### config.mk
export PLATFORM = sky130hd
export DESIGN_NAME = phase_rr_arbiter
export DESIGN_NICKNAME = d
export VERILOG_FILES = /design/src/rtl/phase_rr_arbiter.sv
export SDC_FILE = /design/constraint.sdc
export NUM_CORES = 1
export LEC_CHECK = 0
export CORE_ASPECT_RATIO = 1.4
export CORE_UTILIZATION = 25
export DETAILED_ROUTE_END_ITERATION = 10
export SYNTH_ARGS = -nofsm -noshare
export SYNTH_HDL_FRONTEND = slang
export SYNTH_SLANG_ARGS = --single-unit
### constraint.sdc
create_clock -name clk -period 3.8 [get_ports clk]
set_input_delay 0.38 -clock clk [delete_from_list [all_inputs] [get_ports clk]]
set_output_delay 0.38 -clock clk [all_outputs]
set_load 0.005 [all_outputs]
### src/rtl/phase_rr_arbiter.sv
// Four-way round-robin arbiter for one shared output lane, with grant
// opportunities paced by a free-running 3-bit phase counter and exported phase strobes.
module phase_rr_arbiter #(
    parameter int DATA_W = 8
) (
    input  logic                  clk,
    input  logic                  reset,
    input  logic                  enable,
    input  logic [1:0]            rate_sel,
    input  logic [3:0]            req,
    input  logic [4*DATA_W-1:0]   data_in,
    output logic [3:0]            gnt,
    output logic [DATA_W-1:0]     data_out,
    output logic                  valid_out,
    output logic                  stb_div2,
    output logic                  stb_div4,
    output logic                  stb_div8,
    output logic                  running
);

    localparam logic [1:0] IDLE = 2'd0;
    localparam logic [1:0] SYNC = 2'd1;
    localparam logic [1:0] RUN  = 2'd2;

    logic [2:0]        cnt_q;
    logic [1:0]        state_q, state_d;
    logic [1:0]        ptr_q, ptr_d;
    logic [1:0]        rate_q, rate_d;
    logic [3:0]        gnt_q, gnt_d;
    logic [DATA_W-1:0] data_q, data_d;
    logic              valid_q, valid_d;

    logic [2:0]        mask;
    logic              tick;
    logic [1:0]        sel;
    logic              found;
    logic              grant_now;

    // Tick fires when all low counter bits selected by the active rate are set.
    always_comb begin
        // NOTE: every always_comb output gets a default first so no path can infer a latch.
        mask = 3'b000;
        case (rate_q)
            2'd0:    mask = 3'b000;
            2'd1:    mask = 3'b001;
            2'd2:    mask = 3'b011;
            default: mask = 3'b111;
        endcase
    end

    assign tick = (state_q == RUN) && enable && ((cnt_q & mask) == mask);

    always_comb begin
        logic [1:0] idx;
        sel   = ptr_q;
        found = 1'b0;
        idx   = 2'd0;
        for (int k = 0; k < 4; k++) begin
            idx = ptr_q + 2'(k);
            if (!found && req[idx]) begin
                sel   = idx;
                found = 1'b1;
            end
        end
    end

    assign grant_now = tick && found;

    always_comb begin
        state_d = state_q;
        case (state_q)
            IDLE:    if (enable) state_d = SYNC;
            SYNC: begin
                if (!enable)               state_d = IDLE;
                else if (cnt_q == 3'd7)    state_d = RUN;
            end
            RUN:     if (!enable) state_d = IDLE;
            default: state_d = IDLE;
        endcase
    end

    // The rate is only swapped at a frame boundary so a frame never mixes two rates.
    assign rate_d = ((cnt_q == 3'd7) && (state_q == SYNC || state_q == RUN)) ? rate_sel : rate_q;

    always_comb begin
        ptr_d   = ptr_q;
        gnt_d   = 4'b0000;
        data_d  = data_q;
        valid_d = 1'b0;
        if (grant_now) begin
            ptr_d   = sel + 2'd1;
            gnt_d   = 4'b0001 << sel;
            data_d  = data_in[sel*DATA_W +: DATA_W];
            valid_d = 1'b1;
        end
    end

    always_ff @(posedge clk or negedge reset) begin
        if (!reset) begin
            cnt_q   <= 3'd0;
            state_q <= IDLE;
            ptr_q   <= 2'd0;
            rate_q  <= 2'd0;
            gnt_q   <= 4'b0000;
            data_q  <= '0;
            valid_q <= 1'b0;
        end else begin
            // NOTE: non-blocking assignments keep every register sampling pre-edge values.
            cnt_q   <= cnt_q + 3'd1;
            state_q <= state_d;
            ptr_q   <= ptr_d;
            rate_q  <= rate_d;
            gnt_q   <= gnt_d;
            data_q  <= data_d;
            valid_q <= valid_d;
        end
    end

    assign gnt       = gnt_q;
    assign data_out  = data_q;
    assign valid_out = valid_q;
    assign running   = (state_q == RUN);
    assign stb_div2  = cnt_q[0];
    assign stb_div4  = (cnt_q[1:0] == 2'b11);
    assign stb_div8  = (cnt_q == 3'd7);

endmodule

==> results.py <==
metrics = {
    "drt": {
        "firstDrtPassIters": 4,
        "wl_per_cell_um": 13.6,
        "post-route-drc-count": 0,
        "drtIter0Drc": 31,
        "vias": 1157,
        "vias_per_cell": 4.65,
        "ant_nets": 0,
        "totalWireLength_um": 3380,
    },
    "global_routing": {
        "grt_max_degree": 23,
        "grt_pass1_wl_um": 5520,
        "grt_antenna_before_repair": 0,
        "grt.total_usage": 0.127,
        "grt_pass1_vias": 1170,
        "grt_overflow": 0,
    },
    "cells_and_area": {
        "fill_cells": 537,
        "nNetsFinal": 230,
        "final_cell_mix": "clkdlybuf4s50_1, dfrtp_1, inv_1, nor2_1",
        "syn_to_final_growth_pct": 49.5,
        "drive_gt1_frac": 0.131,
        "multi_input_area_sq_um": 702,
        "final_common_cell": "clkdlybuf4s50_1",
        "num_antenna_cells": 0,
        "seq_area_sq_um": 551,
        "fin_util": 0.390,
    },
    "logic_synthesis": {
        "syn_nets": 172,
        "synthArstFlopShare": 1.00,
        "synth_edf_count": 0,
        "syn_inst": 126,
        "seq_area_frac_synth": 0.406,
        "yosys_warnings": 0,
        "synth-main-ff-cell": "dfrtp_1",
        "synth_seq_cells": 22,
        "avgSynthCellArea_sq_um": 10.8,
        "ys_types": 38,
        "syn-cell-area_sq_mm": 0.00136,
    },
    "clocking": {
        "h-tree-depth": 1,
        "clk_latency_ns": 0.27,
        "cts_root_buffer": "clkbuf_8",
        "postCtsHoldBufs": 0,
        "clock_sinks": 22,
        "cts_setup_buffers": 0,
        "clk_path_buf_depth": 2,
        "tritoncts": "built",
        "clkSlewWorstSetupHoldPaths_ns": 0.09,
        "cts_inserted_buffers": 3,
        "cts_resized": 0,
    },
    "outcome": {
        "status": "finished clean",
    },
    "setup_path": {
        "critPathLaunchType": "input pin",
        "worstSetupPathType": "in -> reg",
        "worst-path-max-fanout": 20,
        "crit_required_ns": 3.94,
        "end_kind": "register",
        "crit_arrival_ns": 2.19,
    },
    "floorplan": {
        "die_w_um": 64.3,
        "dieArea_sq_mm": 0.00573,
        "io_pins": 58,
        "initial_core_util": 0.261,
        "rows": 31,
        "die_h_um": 89.2,
        "core_sq_mm": 0.00520,
    },
    "sta": {
        "tightestPinTransition_ns": 0.978,
        "drv_slew": 0,
        "timing.slew.headroom": 0.346,
        "finalWorstPathRequiredPeriod_ns": 2.05,
        "worst_slack_ns": 1.75,
        "max_clock_freq_ghz": 0.487,
        "period_share": 0.541,
        "finalSetupTns_ns": 0,
        "setup_violations": 0,
        "hold_viol_final": 0,
        "finalClockSkew_ns": 0.00932,
        "rsz0062_at_grt": "no",
    },
    "power_and_ir_drop": {
        "power_density_mw_per_mm2": 521,
        "peakVddDrop_uv": 201,
        "leakage_nw": 0.821,
    },
    "place": {
        "hpwl_um": 2630,
        "place.gp.congestion": 0.734,
        "preCtsSetupSlack_ns": 1.45,
        "io_buffers": 57,
    },
    "run": {
        "maxCapViolCount": 0,
    },
    "min_path": {
        "min_path_type": "reg -> reg",
    },
}
[worst max-delay path: stages]
cell and delay, ns:
clkdlybuf4s50_1 0.54, nor2_1 0.07, a211o_2 0.41, and3_4 0.29, a2111oi_2 0.40, a211oi_1 0.09
[cell families (layout without fill, tap and decap cells)]
group / Yosys count / count (layout) / share of synthesized area
compound gates: 40 / 40 / 0.274
simple gates: 30 / 30 / 0.115
flops: 22 / 22 / 0.406
buf+inv: 18 / 75 / 0.0774
mux: 10 / 10 / 0.0756
fa+ha+maj: 5 / 5 / 0.0461
xor+xnor: 1 / 1 / 0.00645
[sequential cells by signal (all words and copies together), names as in the netlist]
register,flops
data_out,8
ptr_q,2
valid_out,1
gnt,4
rate_q,2
state_q,2
cnt_q,3
[report_power, final]
part,switching (mW),internal [mW]
combinational,0.231,0.247
clock,0.0784,0.141
sequential,0.0556,0.304
[area by class of cell]
type / instances / share of cell area
Tap cell: 66 / 0.0407
Multi-Input combinational cell: 86 / 0.346
Clock buffer: 3 / 0.0203
Timing Repair Buffer: 57 / 0.281
Sequential cell: 22 / 0.271
Clock inverter: 1 / 0.0148
Inverter: 14 / 0.0259
[through the flow]
step                hold slack, ns  area, sq um  std cells  total power, mW
floorplan                   0.0844         1360        126            0.665
global placement             0.474         1960        245            0.837
detailed placement           0.482         1960        245            0.849
CTS                          0.501         2030        249             1.07
global route                 0.528         2030        249             1.13
finish                       0.495         2030        249             1.06
[routing by layer]
metal / vias to the layer above / track usage / routed length (um)
li1: 578 / - / -
met1: 539 / 0.155 / 1470
met2: 34 / 0.214 / 1680
met3: 6 / 0.0166 / 132
met4: 0 / 0.0727 / 91
met5: - / 0 / 0
[cell usage after synthesis (all sizes together) (2+ instances only)]
cell type,number,area [sq um]
a2111oi,8,120
mux2,2,22.5
nor3,2,10.0
nor2,14,55.1
o21ai,6,41.3
nor2b,4,25.0
buf,3,38.8
inv,14,52.6
a211oi,8,60.1
o21bai,2,26.3
dfrtp,22,551
ha,5,62.6
mux2i,8,80.1
a31oi,8,50.1
nand2,6,32.5
[worst paths after layout]
check / start / slack (ns) / cells after the start / endpoint
max: req[0] / 1.75 / 6 / data_out[7]$_DFFE_PN0P_
min: cnt_q[0]$_DFF_PN0_ / 0.50 / 1 / cnt_q[0]$_DFF_PN0_
max reg2reg: ptr_q[1]$_DFFE_PN0P_ / 1.93 / 5 / data_out[2]$_DFFE_PN0P_
min reg2reg: cnt_q[0]$_DFF_PN0_ / 0.50 / 1 / cnt_q[0]$_DFF_PN0_
max in group asynchronous: reset / 2.55 / 1 / state_q[0]$_DFFE_PN0P_
min in group asynchronous: reset / 0.65 / 1 / valid_out$_DFF_PN0_
(Power assumes the default switching activity.)
